===== src/rtl/seq_shift_unit.sv =====
// seq_shift_unit: iterative SLL/SRL/SRA shifter for the multicycle core.
// Moves at most STEP bits per clock. Valid/ready on both sides so that EX
// can stall on it.
// Optional build macro SEQ_SHIFT_ROTATE_EN adds a 'rot' input. When rot is
// high the unit rotates instead of shifting.
module seq_shift_unit #(
  parameter  int WIDTH = 32,
  parameter  int STEP  = 1,
  localparam int SHW   = $clog2(WIDTH)
) (
  input  logic             clk,
  input  logic             rst_n,
  input  logic             in_valid,
  output logic             in_ready,
  input  logic [WIDTH-1:0] a,
  input  logic [SHW-1:0]   shamt,
  input  logic             funct3_2,
  input  logic             funct7,
`ifdef SEQ_SHIFT_ROTATE_EN
  input  logic             rot,
`endif
  output logic             out_valid,
  input  logic             out_ready,
  output logic [WIDTH-1:0] result,
  output logic             busy
);

  typedef enum logic [1:0] {IDLE, SHIFT, DONE} state_t;

  // STEP may equal WIDTH, which does not fit in SHW bits, so compare one bit wider
  localparam logic [SHW:0] STEP_C = (SHW+1)'(STEP);

  state_t         state, state_next;
  logic [SHW-1:0] rem;
  logic [SHW-1:0] k;
  logic [SHW-1:0] rem_next;
  logic           dir;
  logic           fill;
  logic           rot_q;
  logic           rot_in;

  // Bits moved this cycle: k = min(STEP, rem), so rem never underflows
  function automatic logic [SHW-1:0] step_amt(input logic [SHW-1:0] r);
    if ({1'b0, r} < STEP_C) return r;
    return STEP_C[SHW-1:0];
  endfunction

  // One partial shift or rotate by kk in direction d (1 = right), inserting f on right shifts
  function automatic logic [WIDTH-1:0] shift_once(input logic [WIDTH-1:0] v,
                                                  input logic [SHW-1:0]   kk,
                                                  input logic             d,
                                                  input logic             f,
                                                  input logic             r);
    logic signed [WIDTH:0] ext;
    logic [SHW:0]          back;
    back = (SHW+1)'(WIDTH) - {1'b0, kk};
    if (r) return d ? ((v >> kk) | (v << back)) : ((v << kk) | (v >> back));
    if (!d) return v << kk;
    ext = {f, v};
    ext = ext >>> kk;
    return ext[WIDTH-1:0];
  endfunction

`ifdef SEQ_SHIFT_ROTATE_EN
  assign rot_in = rot;
`else
  assign rot_in = 1'b0;
`endif

  assign k        = step_amt(rem);
  assign rem_next = rem - k;

  assign in_ready  = (state == IDLE);
  assign out_valid = (state == DONE);
  assign busy      = (state != IDLE);

  // State register
  always_ff @(posedge clk or negedge rst_n) begin
    if (!rst_n) state <= IDLE;
    else        state <= state_next;
  end

  // Next-state logic: IDLE -> SHIFT|DONE, SHIFT -> DONE, DONE -> IDLE
  always_comb begin
    state_next = state;
    unique case (state)
      IDLE:    if (in_valid) state_next = (shamt == '0) ? DONE : SHIFT;
      SHIFT:   if (rem_next == '0) state_next = DONE;
      DONE:    if (out_ready) state_next = IDLE;
      default: state_next = IDLE;
    endcase
  end

  // Operand capture at accept, then one partial shift per SHIFT cycle; frozen otherwise
  always_ff @(posedge clk or negedge rst_n) begin
    if (!rst_n) begin
      result <= '0;
      rem    <= '0;
      dir    <= 1'b0;
      fill   <= 1'b0;
      rot_q  <= 1'b0;
    end else if (state == IDLE && in_valid) begin
      result <= a;
      rem    <= shamt;
      dir    <= funct3_2;
      fill   <= (funct3_2 && funct7) ? a[WIDTH-1] : 1'b0;
      rot_q  <= rot_in;
    end else if (state == SHIFT) begin
      result <= shift_once(result, k, dir, fill, rot_q);
      rem    <= rem_next;
    end
  end

endmodule

===== config.mk =====
export PLATFORM = sky130hd
export DESIGN_NAME = seq_shift_unit
export DESIGN_NICKNAME = d
export VERILOG_FILES = /design/src/rtl/seq_shift_unit.sv
export SDC_FILE = /design/constraint.sdc
export NUM_CORES = 1
export LEC_CHECK = 0
export CORE_MARGIN = 5
export CORE_UTILIZATION = 50
export DETAILED_ROUTE_END_ITERATION = 8
export PLACE_DENSITY = 0.84
export SLEW_MARGIN = 20
export SYNTH_ARGS = -nofsm -noshare
export SYNTH_HDL_FRONTEND = slang
export SYNTH_SLANG_ARGS = --single-unit

===== constraint.sdc =====
create_clock -name clk -period 3.2 [get_ports clk]
set_clock_uncertainty 0.05 [all_clocks]
set_input_delay 0.64 -clock clk [delete_from_list [all_inputs] [get_ports clk]]
set_output_delay 0.64 -clock clk [all_outputs]
set_load 0.02 [all_outputs]

## Word level (Yosys, flattened, before mapping)

Index checks and enable logic that the tools add are counted.

| cells by class | value |
|---|---|
| multiplexer cells | 22 |
| reduce and logical (&&, ||, !) cells | 8 |
| magnitude comparators | 1 |
| add/subtract/negate cells | 1 |
| equal/unequal tests | 5 |
| shift operators | 2 |

Operators by type and width:

| kind | number |
|---|---|
| 32-bit 2-to-1 mux | 5 |
| 33-bit by 5-bit >>> shifter with 32-bit output | 1 |
| 32-bit by 5-bit << shifter with 32-bit output | 1 |
| 5-bit 2-to-1 mux | 4 |
| 5-bit zero test | 2 |
| 1-bit 2-to-1 mux | 8 |
| 2-bit 2-to-1 mux | 4 |
| 2-bit one-hot mux with 3 select lines | 1 |
| 5-bit by 1-bit < comparator with 1-bit output (second input constant) | 1 |
| 5-bit subtractor | 1 |
| 2-bit != test (second input constant) | 2 |
| 2-bit nonzero test | 2 |
| 3-bit AND reduction | 1 |
| 2-bit by 1-bit equality test with 1-bit output (second input constant) | 1 |
| 2-bit equality test (second input constant) | 1 |
| 1-bit logical AND | 2 |
| 2-bit zero test | 1 |
| 2-bit by 1-bit != test with 1-bit output (second input constant) | 1 |

| storage, ports and cells | value |
|---|---|
| word-level logic and storage cells | 44 |
| register bits after elaboration | 41 |
| input bits | 43 |
| output and inout bits | 35 |

## Depth between registers and ports, before layout

Gate-level depths: netlist of the first run.

| depth | value |
|---|---|
| depth in word-level cells | 10 |
| depth in mapped cells | 8 |
| depth with buffers taken out | 8 |

## Worst setup path after synthesis of the first run

OpenSTA, ideal clock, no wires.

| path | value |
|---|---|
| path type | in2reg |
| from | input in_valid |
| to | register result[1] |
| setup slack | 1.335 ns |
| data required time | 3.024 ns |
| cell stages on the path | 5 |
| data arrival time | 1.689 ns |
| path buffers | 2 |
| library setup time | 0.126 ns |
| path through | or3b_1 > buf_2 > and2_4 > buf_6 > o32a_1 |

| between the ends | value |
|---|---|
| longest elaborated chain between the ends | 2 |
| elaborated cells on any way between the ends | 3 |
| classes of those cells | mux: 1; reduce/logical: 2 |

Ends and longest elaborated chain:

| item | RTL line | text |
|---|---|---|
| start, declared | 13 | `input logic in_valid,` |
| 1-bit logical AND (*) | 102 | `end else if (state == IDLE && in_valid) begin` |
| 32-bit 2-to-1 mux / 2-bit nonzero test (equally long branches) | -- |  |
| end signal, assigned | 109 | `result <= shift_once(result, k, dir, fill, rot_q);` |
| end, declared | 24 | `output logic [WIDTH-1:0] result,` |

Every way passes the cells marked *; elsewhere a longest branch is shown, timed or not.
A chain may end at the register's enable or synchronous reset.

## Final worst setup path of the first run

| path | value |
|---|---|
| from | register state[0] |
| to | output in_ready |

| between the ends | value |
|---|---|
| longest elaborated chain between the ends | 1 |

Ends and longest elaborated chain:

| item | RTL line | text |
|---|---|---|
| start, declared | 33 | `state_t state, state_next;` |
| start signal, assigned | 80 | `else state <= state_next;` |
| 2-bit zero test | 73 | `assign in_ready = (state == IDLE);` |
| end, declared | 14 | `output logic in_ready,` |

Every way passes these cells.

==> results of run 1 <==
==> power breakdown <==
group	internal (mW)	switching (mW)	leakage, nW
sequential	0.775	0.392	0.515
combinational	1.08	1.12	0.812
clock	0.254	0.182	0.0585
==> metrics by stage <==
stage	util [%]	instance area, sq um
floorplan	-	2410
global placement	67.9	3180
detailed placement	67.9	3180
CTS	70.3	3300
global route	70.3	3300
finish	70.3	3300
==> state kept, by name (all words and copies together) (netlist names) <==
register / cells
rem: 5
state: 2
result: 32
fill: 1
dir: 1
==> cells in the final DEF (no fill, tap or decap), types with 2 or more instances in the layout <==
cell and instances:
o2bb2ai_1 23, a211oi_1 3, clkdlybuf4s50_1 76, nand2_1 7, a21o_1 2, o21ai_0 6, nand3_1 2, mux2i_1 31
a221o_1 7, inv_1 5, nor2b_1 2, a21oi_1 7, and3_1 2, nor2_1 32, or4_1 2, buf_4 2
dfrtp_1 40, a22oi_1 26, o22ai_1 4, clkbuf_8 6, nand2b_1 2
==> cell families (layout without fill, tap and decap cells) <==
group / Yosys count / in the layout / share of synthesized area, %
AO/OA/AOI/OAI: 86 / 86 / 27.4
adder cells (fa/ha/maj): 1 / 1 / 0.519
buffers and inverters: 26 / 93 / 5.04
flip-flops: 41 / 41 / 42.6
multiplexers: 31 / 31 / 12.9
AND/OR/NAND/NOR: 58 / 58 / 11.6
==> final timing paths <==
| kind | from | endpoint | slack (ns) |
|---|---|---|---|
| min in group clk | fill | fill | 0.46 |
| worst max-delay path | state[0] | in_ready | 0.67 |
| worst max register to register | rem[4] | result[19] | 1.04 |
| worst min-delay path | rst_n | rem[1] | 0.42 |
| max in group asynchronous | rst_n | dir | 2.07 |
| worst min register to register | fill | fill | 0.46 |
==> layout make-up <==
cell class                 instances  share of cell area, %
tap                               54                   2.05
timing repair buffer              80                   24.3
clock inverter                     1                  0.910
clock buffer                       7                   2.62
sequential                        41                   31.1
multi-input combinational        176                   38.5
inverter                           5                  0.569
==> worst reg2reg max path, delay by kind of cell (launching register included) <==
family           cells  cell delay (ns)
flip-flops           1             0.41
AO/OA/AOI/OAI        2             0.52
AND/OR/NAND/NOR      2             1.06
==> metal layers <==
layer / routed length, microns / global-route usage [%] / vias to the layer above
met1: 2890 / 28.8 / 1094
met4: 86 / 7.73 / 0
met3: 365 / 4.18 / 11
met2: 3200 / 34.3 / 65
met5: 0 / 0 / -
li1: - / - / 1061
==> impl_metrics.json, run 1 <==
{
  "cp_slowest_cell": "clkdlybuf4s50_1",
  "cp.arrival_ns": 1.84,
  "synth_most_common_cell": "dfrtp_1",
  "synth_flop_cell": "dfrtp_1",
  "die_x_microns": 79.4,
  "grt_remaining_overflow": 0,
  "antenna_found_initial": 0,
  "nFillCells": 373,
  "cts_buffer_depth": 2,
  "syn_area_sq_mm": 0.00241,
  "synth_commonest_cells": "dfrtp_1 (41), nor2_1 (32), mux2i_1 (31)",
  "cts.reportedPaths.clkPinSlew_ns": 0.08,
  "path_buf_inv": 2,
  "die_h_microns": 79.4,
  "cts-resized-gates": 0,
  "hp-class": "in2async",
  "yosys_warnings": 0,
  "antenna-diode-count": 0,
  "crit_required_ns": 2.51,
  "reg2reg_depth": 4,
  "outcome": "complete, no violations",
  "finalCriticalPeriod_ns": 2.53,
  "maxSlewHeadroom_pct": 36.6,
  "syn_nets": 287,
  "htreeDepth": 2,
  "cts_num_sinks": 41,
  "grt_pass1_wl_microns": 10700,
  "drv_cap": 0,
  "ios": 78,
  "clk_latency_ns": 0.30,
  "synthArstFlopShare_pct": 100,
  "wl_per_cell_microns": 18.0,
  "start_kind": "flop",
  "post_cts_buffers": 0,
  "initial_core_util_pct": 51.3,
  "vias": 2231,
  "place_congestion": 0.841,
  "leakage_nw": 1.39,
  "hold-worst-slack_ns": 0.416,
  "drc": 0,
  "synth.area.top_cells": "dfrtp_1 (43%), mux2i_1 (13%), o2bb2ai_1 (8.4%)",
  "cpPeakStageDelay_ns": 0.60,
  "grt_start_max_net_pins": 65,
  "routed_wl_microns": 6550,
  "synthesis.instances": 243,
  "cts_tree": "done",
  "synth_top_area_share_pct": 42.6,
  "rsz0062_at_grt": "false",
  "cp_max_fo": 13,
  "ant_nets": 0,
  "crit_path_end_kind": "primary output",
  "worstPathCellList": "or2_2 -> inv_1 -> clkdlybuf4s50_1",
  "postLayoutSetupSlackWorst_ns": 0.672,
  "pre_cts_slack_ns": 0.721,
  "grt_use_total_pct": 21.4,
  "fin_nets": 353,
  "fin_crit_sh_pct": 79.0,
  "slew_viol_final": 0,
  "crit_type": "reg2out",
  "clock.fmax_mhz": 396,
  "core_area_sq_mm": 0.00469,
  "area_growth_pct": 37.0,
  "vias_per_cell": 6.13,
  "worstSetupPathDepth": 3,
  "dieArea_sq_mm": 0.00631,
  "power.total_mw": 3.80,
  "vdd_drop_max_mv": 0.800,
  "syn_avg_cell_area_sq_um": 9.91,
  "multi_input_area_sq_mm": 0.00127,
  "drive_above_1_share_pct": 5.81,
  "setup_violations": 0,
  "seqCellArea_sq_mm": 0.00103,
  "synth_largest_area_cell": "dfrtp_1",
  "numCtsBuffers": 5,
  "numPortBuffers": 77,
  "fp-row-count": 25,
  "synth_cell_types": 38,
  "hold_violations": 0,
  "cts_root_buf": "clkbuf_8",
  "tns_ns": 0,
  "seq_area_frac_synth_pct": 42.6,
  "p_per_area_mw_per_mm2": 1150,
  "ys_ff_latch": 41,
  "grt_pass1_vias": 2122,
  "placed_cells": 356,
  "drt_iter0_drc": 141,
  "drtPass1Iterations": 5,
  "hpwlAfterDp_microns": 4350,
  "synth-edff-count": 0,
  "worst_pin_slew_ns": 0.951,
  "layoutNonFillerInstCount": 364,
  "path_delay_family": "buffers and inverters",
  "ctsHoldBuffers": 0
}
Power figures use the tool's default switching activity.
==> run 2: changes to the inputs <==
Settings changed: CORE_UTILIZATION 50 to 46, PLACE_DENSITY 0.84 to 0.78.
Clock period 3.2 ns to 2.5 ns, I/O delays scaled along.
==> run 2 against run 1 <==
Net effect:
- final cell count up 6.6%
- sequential power up 18%
- combinational power up 35%
- critical endpoint unchanged
==> impl_metrics.json, run 2 (same netlist as run 1, synthesis figures left out) <==
{
  "design_area_sq_mm": 0.00335,
  "path_delay_family": "buffers and inverters",
  "worstSetupPathDepth": 3,
  "post_cts_buffers": 0,
  "tns_ns": 0,
  "wl_per_cell_microns": 16.8,
  "fin_crit_sh_pct": 92.0,
  "ant_nets": 0,
  "drc": 0,
  "htreeDepth": 2,
  "crit_required_ns": 1.95,
  "grt_use_met1_pct": 26.4,
  "antenna-diode-count": 0,
  "finalCriticalPeriod_ns": 2.30,
  "grt_use_met3_pct": 3.58,
  "ctsHoldBuffers": 0,
  "die_h_microns": 82.4,
  "crit_type": "reg2out",
  "cp_slowest_cell": "clkdlybuf4s50_1",
  "cts_num_sinks": 41,
  "pre_cts_slack_ns": 0.263,
  "crit_path_end_kind": "primary output",
  "clock.fmax_mhz": 435,
  "initial_core_util_pct": 47.2,
  "cts.reportedPaths.clkPinSlew_ns": 0.08,
  "grt_pass1_vias": 2173,
  "drt_iter0_drc": 124,
  "layout_common_cells": "clkdlybuf4s50_1 (76), dfrtp_1 (40), nor2_1 (32), mux2i_1 (31), a22oi_1 (26)",
  "placed_area_sq_mm": 0.00326,
  "top_usage_layer": "met2",
  "slew_viol_final": 0,
  "area_growth_pct": 39.3,
  "setup_violations": 0,
  "worstPathCellList": "or2_2 -> inv_1 -> clkdlybuf4s50_1",
  "worst_pin_slew_ns": 0.586,
  "path_buf_inv": 2,
  "leakage_nw": 1.41,
  "fp-row-count": 26,
  "largest_reg_flops": 32,
  "die_x_microns": 82.4,
  "use_met2_pct": 34.3,
  "start_kind": "flop",
  "rsz0062_at_grt": "false",
  "drv_cap": 0,
  "grt_pass1_wl_microns": 10600,
  "outcome": "complete, no violations",
  "maxSlewHeadroom_pct": 60.9,
  "cts_root_buf": "clkbuf_8",
  "vdd_drop_max_mv": 0.679,
  "cpPeakStageDelay_ns": 0.59,
  "grt_start_max_net_pins": 65,
  "hold_violations": 0,
  "clk_latency_ns": 0.29,
  "ios": 78,
  "vias": 2212,
  "final_common_cell": "clkdlybuf4s50_1",
  "routed_wl_microns": 6510,
  "cts_buffer_depth": 2,
  "grt_use_total_pct": 20.1,
  "dieArea_sq_mm": 0.00678,
  "antenna_found_initial": 0,
  "vias_per_cell": 5.70,
  "grt_remaining_overflow": 0,
  "drive_above_1_share_pct": 7.86,
  "reg_top3": "result: 32 flops, rem: 5 flops, state: 2 flops",
  "numCtsBuffers": 5,
  "cts-resized-gates": 0,
  "fin_nets": 361,
  "hp-class": "in2async",
  "postLayoutSetupSlackWorst_ns": 0.200,
  "cts_tree": "done",
  "numPortBuffers": 77,
  "p_per_area_mw_per_mm2": 1430,
  "drtPass1Iterations": 4,
  "hpwlAfterDp_microns": 4710,
  "place_congestion": 0.875,
  "r2r_setup_slack_ns": 0.47,
  "nFillCells": 449,
  "reg2reg_depth": 8,
  "cp.arrival_ns": 1.75,
  "hold-worst-slack_ns": 0.153,
  "regMostFlops": "result",
  "cp_max_fo": 10,
  "core_area_sq_mm": 0.00511
}
## run 2: cell count changes in the layout (fill, tap and decap cells not counted), sizes merged
cell and change:
buf +8, bufinv -1, clkbuf +1
## run 2: cell type report
type | instances | area (sq um) | area share [%]
tap | 70 | 87.6 | 2.61
sequential | 41 | 1030 | 30.6
timing repair buffer | 88 | 861 | 25.7
multi-input combinational | 176 | 1270 | 37.9
inverter | 5 | 18.8 | 0.559
clock buffer | 8 | 90.1 | 2.69
## run 2: power breakdown
part / internal [mW] / switching, mW / total, mW
Sequential: 0.995 / 0.384 / 1.38
Combinational: 1.43 / 1.54 / 2.96
Clock: 0.225 / 0.222 / 0.448
Total: 2.65 / 2.14 / 4.79
## run 2: path summary, 6_finish.rpt
path	startpoint	to
min in group clk	fill	fill
min reg2reg	fill	fill
min	rst_n	result[17]
max reg2reg	rem[3]	rem[4]
max in group asynchronous	rst_n	result[31]
max	state[1]	in_ready
## run 2: worst register-to-register path: stages (launching register included)
cell and delay, ns:
dfrtp_1 0.41, nor2_1 0.15, a21oi_1 0.25, inv_1 0.07, ha_1 0.22, or4_1 0.43, nor3b_1 0.19, a21oi_1 0.06
o22ai_1 0.13
## run 2: through the flow
step                total power, mW  std cells  utilization, %
floorplan                      3.33        243               -
global placement               4.29        380            63.9
detailed placement             4.36        380            63.9
CTS                            4.83        388            65.7
global route                   5.18        388            65.7
finish                         4.79        388            65.7
## run 2: metal layers
metal | vias up | routed length, microns | part of all wire [%]
li1 | 1069 | - | -
met4 | 0 | 68 | 1.0
met5 | - | 0 | 0
met1 | 1076 | 2880 | 44
met3 | 6 | 325 | 5.0
met2 | 61 | 3240 | 50
==> run 3: changes to the inputs <==
Settings changed: PLACE_DENSITY 0.78 to 0.8.
==> run 3 against run 2 <==
Net effect:
- sequential share of layout area down 0.17 points
- register-to-register slack barely moved
- worst setup slack improved by 0.0034 ns
- final cell count is 0.26% lower
- worst hold slack lost 0.15 ns
- flip-flop and latch count unchanged
- count of clock-buffer cells in the layout is 1 lower
- first-iteration DRC count down 4.0%
- combinational power fell by 1%
- non-clock buffer count down 1
- critical path depth did not move
- critical endpoint unchanged
==> impl_metrics.json, run 3 (same netlist as run 1, synthesis figures left out) <==
{
  "finalCriticalPeriod_ns": 2.30,
  "clock.fmax_mhz": 435,
  "antenna-diode-count": 0,
  "crit_type": "reg2out",
  "drt_iter0_drc": 119,
  "grt_use_total_pct": 19.7,
  "placed_cells": 379,
  "drc": 0,
  "dieArea_sq_mm": 0.00678,
  "grt_pass1_vias": 2175,
  "final_common_cell": "clkdlybuf4s50_1",
  "regMostFlops": "result",
  "layout_common_cells": "clkdlybuf4s50_1 (76), dfrtp_1 (40), nor2_1 (32), mux2i_1 (31), a22oi_1 (26)",
  "grt_remaining_overflow": 0,
  "outcome": "complete, no violations",
  "tns_ns": 0,
  "cts_tree": "done",
  "ios": 78,
  "hold_violations": 0,
  "layoutNonFillerInstCount": 387,
  "hpwlAfterDp_microns": 4680,
  "wl_per_cell_microns": 17.0,
  "worst_pin_slew_ns": 0.609,
  "vias_per_cell": 5.79,
  "grt_pass1_wl_microns": 10400,
  "numCtsBuffers": 5,
  "rsz0062_at_grt": "false",
  "die_x_microns": 82.4,
  "drv_cap": 0,
  "vdd_drop_max_mv": 0.638,
  "largest_reg_flops": 32,
  "crit_required_ns": 1.95,
  "cp.arrival_ns": 1.75,
  "slew_viol_final": 0,
  "maxSlewHeadroom_pct": 59.4,
  "grt_start_max_net_pins": 65,
  "die_h_microns": 82.4,
  "pre_cts_slack_ns": 0.254,
  "numPortBuffers": 77,
  "drive_above_1_share_pct": 7.89,
  "fp-row-count": 26,
  "ctsHoldBuffers": 0,
  "antenna_found_initial": 0,
  "reg_top3": "result: 32 flops, rem: 5 flops, state: 2 flops",
  "drtPass1Iterations": 4,
  "cts_num_sinks": 41,
  "hold-worst-slack_ns": 0.00589,
  "htreeDepth": 2,
  "crit_path_end_kind": "primary output",
  "fin_crit_sh_pct": 91.9,
  "cts.reportedPaths.clkPinSlew_ns": 0.08,
  "cts_buffer_depth": 2,
  "fin_util_pct": 66.0,
  "place_congestion": 0.875,
  "cp_max_fo": 10,
  "setup_violations": 0,
  "postLayoutSetupSlackWorst_ns": 0.203,
  "vias": 2241,
  "leakage_nw": 1.42,
  "initial_core_util_pct": 47.2,
  "core_area_sq_mm": 0.00511,
  "p_per_area_mw_per_mm2": 1450,
  "start_kind": "flop",
  "area_growth_pct": 40.1,
  "hp-class": "in2async",
  "cts-resized-gates": 0,
  "post_cts_buffers": 0,
  "cts_root_buf": "clkbuf_8",
  "routed_wl_microns": 6590,
  "ant_nets": 0,
  "fin_nets": 360,
  "clk_latency_ns": 0.29
}
-- run 3: cell types whose count changed in the layout (fill, tap and decap cells not counted) --
cell / delta
buf_4: -1
clkbuf_1: -1
bufinv_16: +1
-- run 3: critical path: stages (launching register included) --
cell,delay (ns)
dfrtp_1,0.48
or2_2,0.34
inv_1,0.05
clkdlybuf4s50_1,0.59
-- run 3: final cells by class --
| class | instances | area [sq um] |
|---|---|---|
| inverter | 5 | 18.8 |
| clock inverter | 1 | 30.0 |
| timing repair buffer | 87 | 853 |
| sequential | 41 | 1030 |
| clock buffer | 7 | 86.3 |
| tap | 70 | 87.6 |
| multi-input combinational | 176 | 1270 |
| fill | 430 | 1730 |
-- run 3: path summary, 6_finish.rpt --
kind | startpoint | to | slack (ns) | cells past startpoint
max | state[1] | in_ready | 0.20 | 3
min | rst_n | result[8] | 0.006 | 1
max reg2reg | rem[3] | rem[4] | 0.48 | 8
min reg2reg | fill | fill | 0.45 | 2
max in group asynchronous | rst_n | dir | 1.70 | 2
min in group clk | fill | fill | 0.45 | 2
-- run 3: per-layer routing --
layer | wire length [microns] | up-vias | track usage, %
met5 | 0 | - | 0
met4 | 38 | 0 | 5.81
met3 | 342 | 4 | 3.36
met2 | 3260 | 67 | 33.2
met1 | 2950 | 1091 | 26.0
li1 | - | 1079 | -
-- run 3: where the power goes --
part	total [mW]	internal, mW	switching, mW	leakage [nW]
combinational	2.92	1.43	1.50	0.845
sequential	1.42	0.994	0.430	0.515
clock	0.556	0.326	0.230	0.0585
total	4.90	2.75	2.16	1.42
-- run 3: per-stage QoR --
step | cell area, sq um | power, mW
finish | 3370 | 4.90
global placement | 3260 | 4.29
CTS | 3370 | 4.93
floorplan | 2410 | 3.33
detailed placement | 3260 | 4.36
global route | 3370 | 5.26
